## config.mk

```make
export PLATFORM = sky130hd
export DESIGN_NAME = id_allocator
export DESIGN_NICKNAME = d
export VERILOG_FILES = /design/src/rtl/lzc.sv /design/src/rtl/id_allocator.sv
export SDC_FILE = /design/constraint.sdc
export NUM_CORES = 1
export LEC_CHECK = 0
export BUFFER_PORTS_ARGS = -buffer_cell sky130_fd_sc_hd__buf_2
export CAP_MARGIN = 0
export CORE_UTILIZATION = 40
export CTS_CLUSTER_DIAMETER = 120
export DETAILED_ROUTE_END_ITERATION = 6
export GPL_TIMING_DRIVEN = 0
export HOLD_SLACK_MARGIN = 0.12
export SLEW_MARGIN = 20
export SYNTH_ARGS = -nofsm -noshare
export SYNTH_HDL_FRONTEND = slang
export SYNTH_SLANG_ARGS = --single-unit
export TNS_END_PERCENT = 5
```

## constraint.sdc

```tcl
create_clock -name clk_i -period 3.2 [get_ports clk_i]
set_input_delay 0.32 -clock clk_i [delete_from_list [all_inputs] [get_ports clk_i]]
set_output_delay 0.32 -clock clk_i [all_outputs]
set_load 0.02 [all_outputs]
```

## src/rtl/lzc.sv

```systemverilog
// lzc: leading/trailing zero counter with an all-zero flag.
// MODE = 0 counts trailing zeros (index of the lowest set bit); MODE = 1 counts leading zeros.
`default_nettype none

module lzc #(
   parameter int WIDTH = 8,
   parameter bit MODE  = 1'b0,
   parameter int CntW  = (WIDTH > 1) ? $clog2(WIDTH) : 1
) (
   input  logic [WIDTH-1:0] data,
   output logic [CntW-1:0]  cnt,
   output logic             empty
);

   always_comb begin
      cnt = '0;
      if (MODE == 1'b0) begin
         // Scan downwards so the lowest set bit is the last to win.
         for (int i = WIDTH - 1; i >= 0; i--) begin
            if (data[i]) cnt = CntW'(i);
         end
      end else begin
         for (int i = 0; i < WIDTH; i++) begin
            if (data[i]) cnt = CntW'(WIDTH - 1 - i);
         end
      end
   end

   assign empty = ~|data;

endmodule

`default_nettype wire

```

## src/rtl/id_allocator.sv

```systemverilog
// id_allocator: hands out unique IDs from a free bitmap (lowest index first)
// through a staged valid/ready port, and takes released IDs back into the pool.
`default_nettype none

module id_allocator #(
   parameter int NUM_IDS  = 8,
   parameter int IdWidth  = $clog2(NUM_IDS),
   parameter int CntWidth = $clog2(NUM_IDS + 1)
) (
   input  logic                clk_i,
   input  logic                rst_i,
   input  logic                flush_i,
   output logic                alloc_valid_o,
   input  logic                alloc_ready_i,
   output logic [IdWidth-1:0]  alloc_id_o,
   input  logic                release_valid_i,
   input  logic [IdWidth-1:0]  release_id_i,
   output logic                release_err_o,
   output logic [CntWidth-1:0] in_use_o,
   output logic                full_o
);

   localparam int                IdSpan     = 2 ** IdWidth;
   localparam logic [IdWidth:0]  NumIdsExt  = (IdWidth + 1)'(NUM_IDS);
   localparam logic [CntWidth-1:0] NumIdsCnt = CntWidth'(NUM_IDS);

   logic [NUM_IDS-1:0]  free_q;
   logic [NUM_IDS-1:0]  free_d;
   logic                stage_valid_q;
   logic [IdWidth-1:0]  stage_id_q;
   logic [CntWidth-1:0] in_use_q;
   logic [CntWidth-1:0] in_use_d;

   logic [IdWidth-1:0]  candidate;
   logic                none_free;
   logic                any_free;
   logic                hs;
   logic                load;
   logic [IdSpan-1:0]   free_pad;
   logic                rel_in_range;
   logic                rel_staged;
   logic                rel_legal;

   lzc #(
      .WIDTH (NUM_IDS),
      .MODE  (1'b0)
   ) u_lzc (
      .data  (free_q),
      .cnt   (candidate),
      .empty (none_free)
   );

   assign any_free = ~none_free;
   assign hs       = stage_valid_q & alloc_ready_i;
   assign load     = any_free & (~stage_valid_q | hs);

   // Padded copy so an out-of-range release ID never indexes past the bitmap.
   always_comb begin
      free_pad                = '0;
      free_pad[NUM_IDS-1:0]   = free_q;
   end

   assign rel_in_range  = {1'b0, release_id_i} < NumIdsExt;
   assign rel_staged    = stage_valid_q & (stage_id_q == release_id_i);
   assign rel_legal     = release_valid_i & rel_in_range & ~free_pad[release_id_i] & ~rel_staged;
   assign release_err_o = release_valid_i & ~rel_legal;

   // Load uses the old bitmap; the released bit can never be the candidate.
   always_comb begin
      free_d = free_q;
      if (load)      free_d[candidate]    = 1'b0;
      if (rel_legal) free_d[release_id_i] = 1'b1;
   end

   always_comb begin
      in_use_d = in_use_q;
      case ({hs, rel_legal})
         2'b10:   in_use_d = in_use_q + CntWidth'(1);
         2'b01:   in_use_d = in_use_q - CntWidth'(1);
         default: in_use_d = in_use_q;
      endcase
   end

   always_ff @(posedge clk_i or posedge rst_i) begin
      if (rst_i) begin
         free_q        <= '1;
         stage_valid_q <= 1'b0;
         stage_id_q    <= '0;
         in_use_q      <= '0;
      end else if (flush_i) begin
         free_q        <= '1;
         stage_valid_q <= 1'b0;
         stage_id_q    <= '0;
         in_use_q      <= '0;
      end else begin
         free_q   <= free_d;
         in_use_q <= in_use_d;
         if (load) begin
            stage_valid_q <= 1'b1;
            stage_id_q    <= candidate;
         end else if (hs) begin
            stage_valid_q <= 1'b0;
         end
      end
   end

   assign alloc_valid_o = stage_valid_q;
   assign alloc_id_o    = stage_id_q;
   assign in_use_o      = in_use_q;
   assign full_o        = (in_use_q == NumIdsCnt);

`ifndef SYNTHESIS
   a_stage_stable: assert property (@(posedge clk_i) disable iff (rst_i)
      (alloc_valid_o && !alloc_ready_i && !flush_i) |=> (alloc_valid_o && $stable(alloc_id_o)));

   // Every ID is exactly one of: free, staged, or held by the consumer.
   a_conservation: assert property (@(posedge clk_i) disable iff (rst_i)
      (int'(in_use_q) + $countones(free_q) + int'(stage_valid_q)) == NUM_IDS);
`endif

endmodule

`default_nettype wire
```

# Word level (Yosys, flattened, before mapping)
# Cells that the tools add are included.
[word_totals]
in_bits = 8
output_inout_bits = 10
register_bits = 16
word_cells = 58
[classes]
order_cmp = 4
n_eq_ne = 4
n_reduce_logical = 6
addsub = 2
n_bitwise = 14
muxes = 24
[ops]
columns = ["cell", "n"]
rows = [
  ["2-to-1 mux 3 bit", 10],
  ["2-to-1 mux 8 bit", 3],
  ["AND 8 bit", 1],
  ["< comparator 3 x 4 -> 1 bit (second input constant)", 2],
  ["inverter 8 bit", 1],
  ["bitwise OR 8 bit", 1],
  ["one-hot mux 4 bit (2 select lines)", 1],
  ["OR reduction 8 bit", 1],
  ["AND 1 bit", 6],
  ["demux 1 bit (select 3 bit)", 2],
  [">= comparator 3 x 1 -> 1 bit (second input constant)", 2],
  ["2-to-1 mux 1 bit", 6],
  ["nonzero test 3 bit", 2],
  ["adder 4 x 1 -> 4 bit (second input constant)", 1],
  ["== test 4 bit (second input constant)", 1],
  ["2-to-1 mux 4 bit", 1],
  ["inverter 1 bit", 4],
  ["subtractor 4 x 1 -> 4 bit (second input constant)", 1],
  ["binary-select mux 1 bit (select 3 bit)", 1],
  ["== test 3 bit", 1],
  ["== test 2 x 1 -> 1 bit (second input constant)", 1],
  ["== test 2 bit (second input constant)", 1],
  ["logical AND 1 bit", 2],
  ["nonzero test 2 bit", 1],
  ["bitwise OR 1 bit", 1],
]

# Longest topological paths before layout
# Gate-level depths: netlist of run 1.
[depth]
word_depth = 18
depth_mapped = 10
depth_no_buf = 9

# By module
# Synthesis of run 1 repeated with hierarchy kept, for this count alone.
[hier_totals]
hier_cells = 128
hier_area_um2 = 1118.6
[by_module_without_submodules]
columns = ["module", "seq_area_each_um2", "cells_each", "area_each_um2", "instances"]
rows = [
  ["id_allocator", 410.4, 113, 1033.5, 1],
  ["lzc", 0.0, 15, 85.1, 1],
]

# Worst setup path after synthesis of run 1
# OpenSTA, ideal clock, no wires.
[synth_path]
kind = "in2reg"
from = "in release_id_i[0]"
to = "reg in_use_q[3], in the netlist in_use_o[3]"
path_buffers = 1
path_slack_ps = 451
arrival_ps = 2621
stages = 10
setup_ps = 128
required_time_ps = 3072
path_cell_list = "buf_6 -> mux2_4 -> a222oi_1 -> and4_2 -> ha_1 -> a21o_1 -> a21oi_1 -> nor2_1 -> a22oi_1 -> mux2_1"
[synth_via]
elab_chain_len = 8
word_cells_on_any_way = 13
classes_between = "3 x eq/ne; 4 x mux; 5 x bitwise; 1 x reduce/logical"
[synth_lines]
columns = ["item", "line_no", "rtl"]
rows = [
  ["start, declared", "id_allocator.sv:17", "input logic [IdWidth-1:0] release_id_i,"],
  ["binary-select mux 1 bit (select 3 bit)", "id_allocator.sv:65", "assign rel_legal = release_valid_i & rel_in_range & ~free_pad[release_id_i] & ~rel_staged;"],
  ["2-to-1 mux 1 bit (not written as such)", "id_allocator.sv:65", ""],
  ["inverter 1 bit", "id_allocator.sv:65", ""],
  ["AND 1 bit", "id_allocator.sv:65", ""],
  ["AND 1 bit *", "id_allocator.sv:65", ""],
  ["== test 2 x 1 -> 1 bit or == test 2 bit (tied branches)", "id_allocator.sv:77", "case ({hs, rel_legal})"],
  ["one-hot mux 4 bit (2 select lines)", "id_allocator.sv:77", ""],
  ["2-to-1 mux 4 bit", "id_allocator.sv:90", "end else if (flush_i) begin"],
  ["end signal, assigned", "id_allocator.sv:97", "in_use_q <= in_use_d;"],
  ["end, declared", "id_allocator.sv:31", "logic [CntWidth-1:0] in_use_q;"],
]
# Mark *: on every way between the ends. The rest lies on a longest branch, timed or not. The select of a mux whose other input is x is not followed.
# A chain may end at the register's enable or synchronous reset.

# Worst setup path in the final report of run 1
[layout_path]
from = "reg free_q[0], in the netlist free_pad[0]"
to = "reg in_use_q[3], in the netlist in_use_o[3]"
[layout_via]
elab_chain_len = 8
word_cells_on_any_way = 10
classes_between = "2 x eq/ne; 4 x mux; 3 x bitwise; 1 x reduce/logical"
[layout_lines]
columns = ["item", "line_no", "rtl"]
rows = [
  ["start, declared", "id_allocator.sv:27", "logic [NUM_IDS-1:0] free_q;"],
  ["start signal, assigned", "id_allocator.sv:96", "free_q <= free_d;"],
  ["binary-select mux 1 bit (select 3 bit) *", "id_allocator.sv:65", ""],
  ["2-to-1 mux 1 bit (not written as such) *", "id_allocator.sv:65", ""],
  ["inverter 1 bit *", "id_allocator.sv:65", ""],
  ["AND 1 bit * (2 in a row)", "id_allocator.sv:65", ""],
  ["== test 2 x 1 -> 1 bit or == test 2 bit (tied branches)", "id_allocator.sv:77", ""],
  ["one-hot mux 4 bit (2 select lines)", "id_allocator.sv:77", ""],
  ["2-to-1 mux 4 bit", "id_allocator.sv:90", ""],
]
# Marks and branches as above.

==> results of run 1 <==
==> kinds of logic after synthesis <==
group	after synthesis	share of synthesized area
XOR/XNOR	5	0.0466
AO/OA/AOI/OAI	25	0.175
buffers and inverters	8	0.0341
multiplexers	9	0.0920
AND/OR/NAND/NOR	46	0.239
flip-flops	16	0.373
adder cells (fa/ha/maj)	3	0.0409
==> critical path, stage by stage (launching register included) <==
cell	delay, ps
dfstp_2	380
clkbuf_1	180
mux2_2	310
a222oi_1	420
and4_2	390
ha_1	250
a21o_1	170
a21oi_1	180
nor2_1	70
a22oi_1	200
mux2_1	330
==> final timing paths <==
check	start	to	slack (ps)	cells after the start
worst max-delay path	free_pad[0]	in_use_o[3]	220	10
min in group asynchronous	rst_i	in_use_o[3]	640	3
worst max register to register	free_pad[0]	in_use_o[3]	220	10
max in group asynchronous	rst_i	in_use_o[1]	2160	3
worst min register to register	free_pad[7]	free_pad[7]	520	2
worst min-delay path	release_id_i[0]	free_pad[7]	350	3
==> power groups by stage <==
stage	sequential (mW)	combinational, mW	clock [mW]
2_1_floorplan	0.239	0.0695	0
3_3_place_gp	0.231	0.106	0
3_5_place_dp	0.232	0.107	0
4_1_cts	0.228	0.108	0.145
5_1_grt	0.231	0.120	0.152
6_report	0.228	0.108	0.138
==> through the flow <==
stage	utilization	cell area [um2]	instances	total power, mW
final	0.495	1260	162	0.474
after global routing	0.495	1260	162	0.503
after CTS	0.495	1260	162	0.481
after detailed placement	0.477	1210	157	0.339
after global placement	0.477	1210	157	0.337
after floorplan	-	1100	112	0.308
==> final cells by class <==
class | instances | share of cell area
plain buffers | 5 | 0.0209
multi-input cells | 88 | 0.518
clock buffers | 4 | 0.0288
inverters | 3 | 0.00894
well taps | 30 | 0.0298
repair buffers | 16 | 0.0675
flip-flops and latches | 16 | 0.326
==> cells in the mapped netlist, drive strengths merged, types with 2 or more instances <==
cell    instances
nor2           12
dfrtp           8
dfstp           8
nand2b          7
nor2b           7
mux2            6
a21oi           5
a221o           5
nand2           5
xnor2           5
clkbuf          4
inv             3
mux2i           3
nand3           3
o21ai           3
and2            2
and4            2
ha              2
nand4b          2
nor4            2
==> per-layer routing <==
metal	wire, um	share of wire
met1	1170	0.50
met5	0	0
met4	25	0.011
met2	1020	0.43
met3	130	0.055
==> cells in the final DEF (no fill, tap or decap), types with 4 or more instances in the layout <==
master,instances
buf_2,15
mux2_1,4
clkbuf_1,4
nor2_1,12
nand2_1,5
dfstp_2,8
nand2b_1,7
a21oi_1,5
nor2b_1,7
a221o_1,5
xnor2_1,4
dfrtp_1,8
==> registers in the layout, indices dropped and copies added (netlist names) <==
signal	flops
in_use_o	4
alloc_valid_o	1
alloc_id_o	3
free_pad	8
==> timing repair <==
item                                    CTS  global route
endpoints found under the setup margin    0             0
hold buffers                              1             0
hold endpoints to repair                  8             0
==> results.json, run 1 <==
{
  "vias": 922,
  "worstPathRequired_ps": 3390,
  "avgRoutedWirePerCell_um": 14.5,
  "cp.arrival_ps": 3170,
  "cts_root_buffer": "clkbuf_4",
  "synth_edf_count": 0,
  "met2_usage": 0.280,
  "min_period_over_period": 0.932,
  "synth_top_area_cell": "dfstp_2",
  "dp_hpwl_mm": 1.75,
  "clockPowerShare": 0.291,
  "core-area_um2": 2540,
  "gp_congestion": 0.825,
  "numCtsBuffers": 3,
  "path_class": "reg2reg",
  "start_util": 0.433,
  "setup_ws_ps": 218,
  "endpoint_kind": "register",
  "p_sw_mw": 0.144,
  "grt_overflow": 0,
  "comb_power_share": 0.228,
  "synth_seq_area_share": 0.373,
  "chipHeight_um": 54.5,
  "clkTransAtPathRegs_ps": 100,
  "area_delta_synth_final_pct": 14.4,
  "yosys-top-cells-area": "dfstp_2, dfrtp_1, a221o_1",
  "hold_class": "in2reg",
  "finalSetupViolations": 0,
  "ir_drop_mv": 0.280,
  "worstMarginPinSlew_ps": 729,
  "path_max_fanout": 9,
  "via_per_inst": 5.69,
  "drtIter0Drc": 32,
  "drc": 0,
  "clock_sinks": 16,
  "drv_slew": 0,
  "syn-cell-area_um2": 1100,
  "n_antenna_cell": 0,
  "synth.yosys.warnings": 0,
  "place_ws_ps": 242,
  "cp-start-kind": "register",
  "clk_latency_ps": 290,
  "drive_gt1_frac": 0.273,
  "die_area_um2": 2970,
  "async_reset_ff_frac": 1.00,
  "h-tree-depth": 1,
  "multi_input_area_um2": 653,
  "holdWs_ps": 347,
  "grt_setup_unrepaired": "no",
  "grt_pass1_vias": 904,
  "max_freq_ghz": 0.335,
  "io_buffers": 15,
  "final-seq-area_um2": 410,
  "grtUsageMet3": 0.0528,
  "die_w_um": 54.5,
  "finalHoldViolCount": 0,
  "grt_start_max_net_pins": 17,
  "p_sw_frac": 0.303,
  "ys_seq_elements": 16,
  "yosys_most_used_dff": "dfstp_2",
  "met1_usage": 0.263,
  "antenna_found_initial": 0,
  "cts_tree": "yes",
  "cts_buffer_depth": 2,
  "fin_nets": 144,
  "grt-busiest-layer": "met2",
  "status": "complete, no violations",
  "fin_skew_ps": 4.60,
  "min_period_ps": 2980,
  "grt_usage": 0.195,
  "synth.net_count": 123,
  "avgSynthCellArea_um2": 9.83,
  "cts_setup_buffers": 0,
  "synth.distinct_cells": 43,
  "p_int_mw": 0.330,
  "cap_viol_max_count": 0,
  "wl_mm": 2.34,
  "antenna_left": 0,
  "max_slew_margin": 0.509,
  "seqPwrFrac": 0.481,
  "final.setup.tns_ps": 0,
  "rows": 18,
  "power_density_nw_per_um2": 376,
  "cts_resized": 0,
  "postSynthCellCount": 112,
  "grt_pass1_wl_mm": 4.00,
  "nFillCells": 244,
  "p_leak_nw": 0.550,
  "yosysTopAreaCellShare": 0.191,
  "firstDrtPassIters": 4,
  "pin_count": 18
}
Power figures use the tool's default switching activity.
==> run 2, diff against run 1 <==
- SYNTH_HIERARCHICAL: unset -> 1
==> run 2 against run 1 <==
Compared with the run above: fmax increased by 19%; combinational power increased by 50%; core utilization increased by 0.44 points; first-iteration DRC count decreased by 9.4%; sequential power increased by 10%; non-clock buffer count increased by 1; total power increased by 16%; area after synthesis increased by 1.6%; clock power about the same; synthesized cell count increased by 14%; largest cell class unchanged.
==> results.json, run 2 <==
{
  "cp-start-kind": "register",
  "cts_setup_buffers": 0,
  "chipHeight_um": 54.9,
  "synth.net_count": 138,
  "antenna_found_initial": 0,
  "clock_sinks": 16,
  "cpMostUsedCell": "xor2_1",
  "holdPathStages": 2,
  "slowest_stage": "dfrtp_1",
  "final_cells": 179,
  "min_period_over_period": 0.785,
  "min_period_ps": 2510,
  "timing.rr.end": "in_use_o[2]",
  "postSynthCellCount": 128,
  "dp_hpwl_mm": 1.98,
  "status": "complete, no violations",
  "hold_class": "in2reg",
  "endpoint_kind": "register",
  "yosys-top-cells-area": "dfstp_2, dfrtp_1, o21ai_0",
  "drive_gt1_frac": 0.228,
  "path_cells": "xnor2_1, and4_4, nor4_4, buf_4, and2_1, xor2_1, ha_1, nor2_1, xor2_1, nor3_1, mux2i_1, o211ai_1",
  "vias": 1048,
  "path_class": "reg2reg",
  "syn-cell-area_um2": 1120,
  "fin_nets": 160,
  "grt_pass1_wl_mm": 4.43,
  "layout_common_cells": "buf_2, nor2_1, o21ai_0, nand2_1",
  "area_delta_synth_final_pct": 14.7,
  "yosys_most_used_dff": "dfstp_2",
  "grt_overflow": 0,
  "drv_slew": 0,
  "grt_setup_unrepaired": "no",
  "cts_resized": 0,
  "async_reset_ff_frac": 1.00,
  "cts_root_buffer": "clkbuf_4",
  "drc": 0,
  "synth_edf_count": 0,
  "max_freq_ghz": 0.398,
  "finalHoldViolCount": 0,
  "drtIter0Drc": 29,
  "io_buffers": 16,
  "avgSynthCellArea_um2": 8.74,
  "worstRegToRegCells": 12,
  "via_per_inst": 5.85,
  "finalSetupViolations": 0,
  "ys_seq_elements": 16,
  "grt_usage": 0.209,
  "p_leak_nw": 0.532,
  "synth_most_common_cell": "nor2_1",
  "largest_reg_flops": 8,
  "synth.yosys.warnings": 6,
  "fin_skew_ps": 6.16,
  "grt_start_max_net_pins": 17,
  "ir_drop_mv": 0.218,
  "final.setup.tns_ps": 0,
  "cts_buffer_depth": 2,
  "synthTopCellsByCount": "nor2_1, o21ai_0, nand2_1",
  "synth_top_area_cell": "dfstp_2",
  "cts_hold_buf": 1,
  "avgRoutedWirePerCell_um": 15.0,
  "worstPathRequired_ps": 3370,
  "clk_latency_ps": 290,
  "grt_pass1_vias": 926,
  "start_util": 0.436,
  "yosysTopAreaCellShare": 0.188,
  "clkTransAtPathRegs_ps": 100,
  "min_to": "free_pad[0]",
  "die_area_um2": 3010,
  "cap_viol_max_count": 0,
  "core-area_um2": 2570,
  "cts_tree": "yes",
  "reg2reg_slack_ps": 690,
  "h-tree-depth": 1,
  "antenna_left": 0,
  "layout_commonest_cell": "buf_2",
  "power_density_nw_per_um2": 428,
  "pin_count": 18,
  "synth_seq_area_share": 0.367,
  "placed_cells": 174,
  "firstDrtPassIters": 4,
  "worstMarginPinSlew_ps": 601,
  "numCtsBuffers": 3,
  "r2r_start": "alloc_id_o[1]",
  "fin_util": 0.500,
  "synth.distinct_cells": 39,
  "rows": 18,
  "cp.arrival_ps": 2680,
  "die_w_um": 54.9,
  "n_antenna_cell": 0,
  "gp_congestion": 0.869,
  "max_slew_margin": 0.599,
  "hp-start": "release_id_i[1]",
  "slowest_delay_ps": 420,
  "wl_mm": 2.68,
  "path_max_fanout": 10
}
run 2: cell type report:
class | instances | area (um2)
fill | 278 | 1280
inverter | 2 | 7.51
buffer | 5 | 23.8
clock buffer | 4 | 36.3
timing repair buffer | 17 | 90.1
multi-input combinational | 105 | 677
sequential | 16 | 410
tap | 30 | 37.5
run 2: kinds of logic after synthesis:
kind of cell	Yosys count	synth area share
multiplexers	5	0.0447
AND/OR/NAND/NOR	53	0.258
adder cells (fa/ha/maj)	2	0.0224
buffers and inverters	7	0.0280
flip-flops	16	0.367
AO/OA/AOI/OAI	38	0.213
XOR/XNOR	7	0.0671
run 2: per-layer routing:
layer / global-route usage / vias up / share of wire
met4: 0.0641 / 0 / 0.014
met3: 0.0306 / 8 / 0.054
met1: 0.323 / 498 / 0.49
met2: 0.289 / 38 / 0.44
li1: - / 504 / -
met5: 0 / - / 0
run 2: critical path: cells and delay by family, from the launching register on:
kind                       cells  cell delay [ps]
and+or+nand+nor                5              900
DFF                            1              420
xor gates and xnor gates       3              380
buffers and inverters          1              240
adders and majority gates      1              210
muxes                          1              150
AOI/OAI and AO/OA              1              100
run 2: worst max path at each step:
stage | slack (ps) | startpoint | depth (start not counted) | end
final | 690 | alloc_id_o[1] | 12 | in_use_o[2]
after global routing | 520 | alloc_id_o[1] | 11 | in_use_o[1]
after CTS | 700 | alloc_id_o[1] | 12 | in_use_o[2]
after detailed placement | 540 | release_id_i[0] | 13 | in_use_o[2]
after global placement | 570 | release_id_i[0] | 13 | in_use_o[2]
after floorplan | 790 | release_id_i[0] | 13 | in_use_o[2]
run 2: metrics by stage:
step | hold slack [ps] | area [um2] | total power, mW | setup WS (ps)
after floorplan | 228 | 1120 | 0.369 | 794
after global placement | 413 | 1240 | 0.410 | 572
after detailed placement | 423 | 1240 | 0.414 | 540
after CTS | 276 | 1280 | 0.552 | 699
after global routing | 284 | 1280 | 0.579 | 515
final | 289 | 1280 | 0.549 | 688
run 2: report_power, final:
part,internal [mW],leakage [nW],switching [mW]
Clock,0.0692,0.0210,0.0672
Combinational,0.0701,0.319,0.0918
Sequential,0.227,0.191,0.0241
Total,0.366,0.532,0.183
